**src/rtl/tailmon_pkg.sv**
```systemverilog
// Shared types and lamp-pattern constants for the tail-light protocol monitor.
// Lamp vectors are packed as {lc, lb, la, ra, rb, rc}. In both halves the
// inner lamp lights first, so a turn frame is a prefix filled from the inside.
package tailmon_pkg;

    // Decoded operating mode reported on the mode output.
    typedef enum logic [2:0] {
        ModeIdle    = 3'd0,
        ModeLeft    = 3'd1,
        ModeRight   = 3'd2,
        ModeBrake   = 3'd3,
        ModeAlarm   = 3'd4,
        ModeUnknown = 3'd7
    } mode_e;

    // Classification of one clock's lamp frame.
    typedef enum logic [3:0] {
        FrameOff,
        FrameL1,
        FrameL2,
        FrameL3,
        FrameR1,
        FrameR2,
        FrameR3,
        FrameAll,
        FrameBad
    } frame_e;

    // Legal lamp patterns. Anything else classifies as FrameBad.
    localparam logic [5:0] LampOff = 6'b000_000;
    localparam logic [5:0] LampL1  = 6'b001_000;
    localparam logic [5:0] LampL2  = 6'b011_000;
    localparam logic [5:0] LampL3  = 6'b111_000;
    localparam logic [5:0] LampR1  = 6'b000_100;
    localparam logic [5:0] LampR2  = 6'b000_110;
    localparam logic [5:0] LampR3  = 6'b000_111;
    localparam logic [5:0] LampAll = 6'b111_111;

    // Protocol tracker states.
    // Gap states sit between two turn sequences; StAll1/StAoff resolve whether
    // a run of full-on frames is a brake (steady) or an alarm (flashing).
    typedef enum logic [3:0] {
        StIdle,
        StL1,
        StL2,
        StL3,
        StLgap,
        StR1,
        StR2,
        StR3,
        StRgap,
        StAll1,
        StAoff,
        StBrake,
        StAlon,
        StAloff
    } state_e;

endpackage

```
**src/rtl/tail_frame_classify.sv**
```systemverilog
// Purely combinational classifier: maps the six lamp levels onto a frame class.
module tail_frame_classify
    import tailmon_pkg::*;
(
    input  logic   la,
    input  logic   lb,
    input  logic   lc,
    input  logic   ra,
    input  logic   rb,
    input  logic   rc,
    output frame_e frame
);

    logic [5:0] lamps;

    assign lamps = {lc, lb, la, ra, rb, rc};

    // Exact-match decode; mixed sides and non-prefix patterns fall to FrameBad.
    always_comb begin
        frame = FrameBad;
        case (lamps)
            LampOff: frame = FrameOff;
            LampL1:  frame = FrameL1;
            LampL2:  frame = FrameL2;
            LampL3:  frame = FrameL3;
            LampR1:  frame = FrameR1;
            LampR2:  frame = FrameR2;
            LampR3:  frame = FrameR3;
            LampAll: frame = FrameAll;
            default: frame = FrameBad;
        endcase
    end

endmodule

```
**src/rtl/taillight_monitor.sv**
```systemverilog
// Passive protocol monitor for the tail-light sequencer lamp outputs.
// Tracks each frame against the legal sequence, reports the decoded mode,
// pulses seq_done on completed turn sequences and err on violations, and
// keeps a saturating violation count. All outputs are registered (1 cycle).
// Optional build macro TAILMON_SEQCNT_EN adds per-side wrapping counters of
// completed turn sequences (seq_cnt_l, seq_cnt_r).
module taillight_monitor
    import tailmon_pkg::*;
#(
    parameter int unsigned CNT_W = 8
) (
    input  logic             clk,
    input  logic             reset,
    input  logic             la,
    input  logic             lb,
    input  logic             lc,
    input  logic             ra,
    input  logic             rb,
    input  logic             rc,
    output logic [2:0]       mode,
    output logic             seq_done,
    output logic             err,
    output logic [CNT_W-1:0] err_cnt
`ifdef TAILMON_SEQCNT_EN
    ,
    output logic [CNT_W-1:0] seq_cnt_l,
    output logic [CNT_W-1:0] seq_cnt_r
`endif
);

    localparam logic [CNT_W-1:0] CntMax = '1;
    localparam logic [CNT_W-1:0] CntOne = CNT_W'(1);

    frame_e frame;
    state_e state_q, state_d;
    mode_e  mode_q, mode_d;
    logic   done_l, done_r;
    logic   viol;

    tail_frame_classify u_classify (
        .la    (la),
        .lb    (lb),
        .lc    (lc),
        .ra    (ra),
        .rb    (rb),
        .rc    (rc),
        .frame (frame)
    );

    assign mode = mode_q;

    // Transition table: next state, next mode, completion and violation flags.
    always_comb begin
        state_d = state_q;
        mode_d  = mode_q;
        done_l  = 1'b0;
        done_r  = 1'b0;
        viol    = 1'b0;
        unique case (state_q)
            StIdle: begin
                case (frame)
                    FrameOff: begin
                        state_d = StIdle;
                        mode_d  = ModeIdle;
                    end
                    FrameL1: begin
                        state_d = StL1;
                        mode_d  = ModeLeft;
                    end
                    FrameR1: begin
                        state_d = StR1;
                        mode_d  = ModeRight;
                    end
                    // Mode is held until the next frame tells brake from alarm.
                    FrameAll: state_d = StAll1;
                    default:  viol = 1'b1;
                endcase
            end
            StL1: begin
                if (frame == FrameL2) state_d = StL2;
                else                  viol = 1'b1;
            end
            StL2: begin
                if (frame == FrameL3) state_d = StL3;
                else                  viol = 1'b1;
            end
            StL3: begin
                if (frame == FrameOff) begin
                    state_d = StLgap;
                    done_l  = 1'b1;
                end else begin
                    viol = 1'b1;
                end
            end
            StLgap: begin
                case (frame)
                    FrameL1: begin
                        state_d = StL1;
                        mode_d  = ModeLeft;
                    end
                    FrameOff: begin
                        state_d = StIdle;
                        mode_d  = ModeIdle;
                    end
                    default: viol = 1'b1;
                endcase
            end
            StR1: begin
                if (frame == FrameR2) state_d = StR2;
                else                  viol = 1'b1;
            end
            StR2: begin
                if (frame == FrameR3) state_d = StR3;
                else                  viol = 1'b1;
            end
            StR3: begin
                if (frame == FrameOff) begin
                    state_d = StRgap;
                    done_r  = 1'b1;
                end else begin
                    viol = 1'b1;
                end
            end
            StRgap: begin
                case (frame)
                    FrameR1: begin
                        state_d = StR1;
                        mode_d  = ModeRight;
                    end
                    FrameOff: begin
                        state_d = StIdle;
                        mode_d  = ModeIdle;
                    end
                    default: viol = 1'b1;
                endcase
            end
            StAll1: begin
                case (frame)
                    FrameAll: begin
                        state_d = StBrake;
                        mode_d  = ModeBrake;
                    end
                    FrameOff: state_d = StAoff;
                    default:  viol = 1'b1;
                endcase
            end
            StAoff: begin
                // A lone flash followed by OFF is tolerated and just ends.
                case (frame)
                    FrameAll: begin
                        state_d = StAlon;
                        mode_d  = ModeAlarm;
                    end
                    FrameOff: begin
                        state_d = StIdle;
                        mode_d  = ModeIdle;
                    end
                    default: viol = 1'b1;
                endcase
            end
            StBrake: begin
                case (frame)
                    FrameAll: state_d = StBrake;
                    FrameOff: begin
                        state_d = StIdle;
                        mode_d  = ModeIdle;
                    end
                    default: viol = 1'b1;
                endcase
            end
            StAlon: begin
                if (frame == FrameOff) state_d = StAloff;
                else                   viol = 1'b1;
            end
            StAloff: begin
                case (frame)
                    FrameAll: state_d = StAlon;
                    FrameOff: begin
                        state_d = StIdle;
                        mode_d  = ModeIdle;
                    end
                    default: viol = 1'b1;
                endcase
            end
            default: viol = 1'b1;
        endcase

        // The violating frame is consumed; the next frame is judged from idle.
        if (viol) begin
            state_d = StIdle;
            mode_d  = ModeUnknown;
        end
    end

    // State, registered outputs and counters; reset dominates everything.
    always_ff @(posedge clk) begin
        if (reset) begin
            state_q   <= StIdle;
            mode_q    <= ModeIdle;
            seq_done  <= 1'b0;
            err       <= 1'b0;
            err_cnt   <= '0;
`ifdef TAILMON_SEQCNT_EN
            seq_cnt_l <= '0;
            seq_cnt_r <= '0;
`endif
        end else begin
            state_q  <= state_d;
            mode_q   <= mode_d;
            seq_done <= done_l | done_r;
            err      <= viol;
            if (viol && (err_cnt != CntMax)) begin
                err_cnt <= err_cnt + CntOne;
            end
`ifdef TAILMON_SEQCNT_EN
            // Wrapping counters, stepped alongside their side's seq_done pulse.
            if (done_l) seq_cnt_l <= seq_cnt_l + CntOne;
            if (done_r) seq_cnt_r <= seq_cnt_r + CntOne;
`endif
        end
    end

endmodule
```
**config.mk**
```make
export PLATFORM = sky130hd
export DESIGN_NAME = taillight_monitor
export DESIGN_NICKNAME = d
export VERILOG_FILES = /design/src/rtl/tailmon_pkg.sv /design/src/rtl/tail_frame_classify.sv /design/src/rtl/taillight_monitor.sv
export SDC_FILE = /design/constraint.sdc
export NUM_CORES = 1
export LEC_CHECK = 0
export BUFFER_PORTS_ARGS = -buffer_cell sky130_fd_sc_hd__buf_4
export CAP_MARGIN = 10
export CORE_MARGIN = 5
export CORE_UTILIZATION = 60
export DETAILED_ROUTE_END_ITERATION = 16
export GPL_TIMING_DRIVEN = 0
export PLACE_DENSITY = 0.84
export SLEW_MARGIN = 30
export SYNTH_ARGS = -nofsm -noshare
export SYNTH_HDL_FRONTEND = slang
export SYNTH_SLANG_ARGS = --single-unit
```
**constraint.sdc**
```tcl
create_clock -name clk -period 3.3 [get_ports clk]
set_clock_uncertainty 0.1 [all_clocks]
set_input_delay 0 -clock clk [delete_from_list [all_inputs] [get_ports clk]]
set_output_delay 0 -clock clk [all_outputs]
set_load 0.1 [all_outputs]
```
==> reports/results.tsv <==
metric	value	unit
f_max	363	MHz
largest net degree at the start of global routing	11	
Worst VDD drop	0.166	mV
Total Wirelength	3650	um
PwrDens	295	nW/um2
CTS buffer count	3	
clk buf depth	2	
RSZ-0062 raised after global routing	false	
Antenna Cells	0	
multi-input logic area	901	um2
TNS Setup	0	ns
share of cells above drive strength 1	18.7	%
kind of critical path	flip-flop to flip-flop	
die area	3230	um2
TritonCTS clock tree	built	
asr flop ratio synth	0	%
Post-route DRC	0	
total power	447	uW
final max-slew violation count	0	
Unique masters post-synth	58	
number of global-route vias before repair	1452	
Fin. Hold Viols	0	
Core ar.	2150	um2
first-pass iteration count of the detailed router	6	
sequential area share after synthesis	25.8	%
IO Count	21	
area delta synth->final	14.9	%
vias	1500	
Tmin final	2.76	ns
Storage cell area	340	um2
leakage	0.000535	uW
hold crit path type	primary input to flip-flop	
post-route cell area	1510	um2
Synth Register Bits	17	
Nets	213	
Routed WL per cell	15.8	um
Post-CTS Setup Bufs	0	
status	finished clean	
Fillers	196	
Most used DFF post-synth	dfxtp_1	
All-Layer GR Usage	23.3	%
Root Driver	clkbuf_4	
max cap viols	0	
Port Buf Inserts	18	
# hold bufs at CTS	0	
hold slack	0.122	ns
Syn Area/Cell	7.28	um2
worst slew pin tran	0.516	ns
HPWL Detailed	2820	um
Worst Setup Start Kind	flip-flop	
initial core utilization	61.3	%
clock transition at the registers of the reported paths	0.09	ns
DR iter-0 viols	80	
Slew Limit Headroom	65.4	%
initial antenna violation count	0	
CTS resizes	0	
Routed Antenna Nets	0	
Mapped Area	1320	um2
first-pass GRT wire length	6110	um
DR vias/cell	6.49	
crit-path max FO	9	
GP Congestion	0.967	
Die W	56.9	um
YS warnings	0	
clk_lat worst skew	0.29	ns
Critical Path Sink Type	flip-flop	
post-synthesis cell count	181	
Post-synth EDFFs	0	
WP data arrival	2.84	ns
clock sink total	17	
GRT overflow	0	
Rows	17	
setup violators final	0	
Synth Net Count	190	
worst path required time	3.38	ns
Die Ht	56.9	um
dpl cell area	1490	um2
final worst-path cycle share	83.6	%
Reg2Reg Setup Slack	0.54	ns
H-tree levels	1	
==> registers in the layout, summed over array words and instances (netlist names) <==
name	cells
err_cnt	8
state_q	4
mode	3
err	1
seq_done	1
==> power by group <==
part / leakage [uW] / switching (uW) / internal [uW] / total [uW]
registers: 0.000139 / 7.22 / 213 / 220
clock network: 0.0000150 / 62.9 / 47.0 / 110
logic: 0.000381 / 86.5 / 30.7 / 117
==> metal layers <==
| metal | global-route usage [%] | wire, um | vias up |
|---|---|---|---|
| li1 | - | - | 712 |
| met4 | 14.6 | 102 | 0 |
| met2 | 42.2 | 1890 | 81 |
| met5 | 0 | 0 | - |
| met3 | 2.30 | 263 | 12 |
| met1 | 25.4 | 1390 | 695 |
==> worst max-delay path, stage by stage, from the launching register on <==
cell      delay [ns]
dfxtp_1         0.32
clkbuf_1        0.35
clkinv_1        0.37
a311oi_1        0.36
o211ai_2        0.12
o41a_2          0.18
a21oi_2         0.28
nor2b_1         0.24
mux2_4          0.33
==> synth_stat cells (2+ instances only) <==
library cell	number	area (um2)
a211o_1	2	17.5
a211oi_1	2	15.0
a21oi_1	12	60.1
a22oi_1	2	15.0
a311oi_1	3	26.3
a31oi_1	2	12.5
and4b_1	2	20.0
clkbuf_1	9	33.8
dfxtp_1	17	340
inv_1	3	11.3
mux2_2	2	22.5
mux2_4	2	30.0
nand2_1	18	67.6
nand2b_1	3	18.8
nand3_1	8	40.0
nand4_1	2	12.5
nor2_1	23	86.3
nor2b_1	7	43.8
nor3_1	11	55.1
o21ai_0	8	40.0
o22ai_1	3	18.8
o31a_1	2	17.5
or2_1	2	12.5
or3_1	2	12.5
==> path summary, 6_finish.rpt <==
kind,to,from,depth (start not counted)
setup / recovery,err_cnt[3]$_SDFFE_PP0P_,state_q[2]$_SDFFE_PP0P_,8
hold / removal,err_cnt[2]$_SDFFE_PP0P_,reset,3
setup reg to reg,err_cnt[3]$_SDFFE_PP0P_,state_q[2]$_SDFFE_PP0P_,8
hold reg to reg,err_cnt[6]$_SDFFE_PP0P_,err_cnt[6]$_SDFFE_PP0P_,2
==> logic make-up (layout without fill, tap and decap cells) <==
logic type | count (synthesis) | count (layout) | share of synthesized area, %
AOI/OAI and AO/OA | 51 | 51 | 27.1
xor gates and xnor gates | 2 | 2 | 1.33
adders and majority gates | 1 | 1 | 0.950
buffers and inverters | 17 | 39 | 5.79
DFF | 17 | 17 | 25.8
muxes | 5 | 5 | 4.75
and+or+nand+nor | 88 | 88 | 34.3
==> cell type report <==
cell class / count / area share (%)
multi-input combinational: 147 / 59.5
sequential: 17 / 22.5
timing repair buffer: 18 / 8.93
buffer: 13 / 4.05
tap: 28 / 2.31
clock buffer: 4 / 1.74
inverter: 4 / 0.992
==> metrics by stage <==
step	setup WS, ns	std cells	util (%)
after CTS	0.625	231	70.5
final	0.542	231	70.5
after global placement	0.742	227	69.2
after detailed placement	0.653	227	69.2
after floorplan	0.949	181	-
after global routing	0.384	231	70.5
==> cells in the final DEF, fill, tap and decap left out, drive strengths merged, types with 3 or more instances in the layout <==
master,instances
nor2b,7
nor3,12
nand2,19
mux2,4
or3,3
o21ai,9
a21oi,13
buf,22
nor2,23
inv,3
a311oi,3
clkbuf,13
o22ai,3
nand2b,3
or2,3
nand3,8
dfxtp,17
Note: power is estimated with default switching activity, not from simulation.
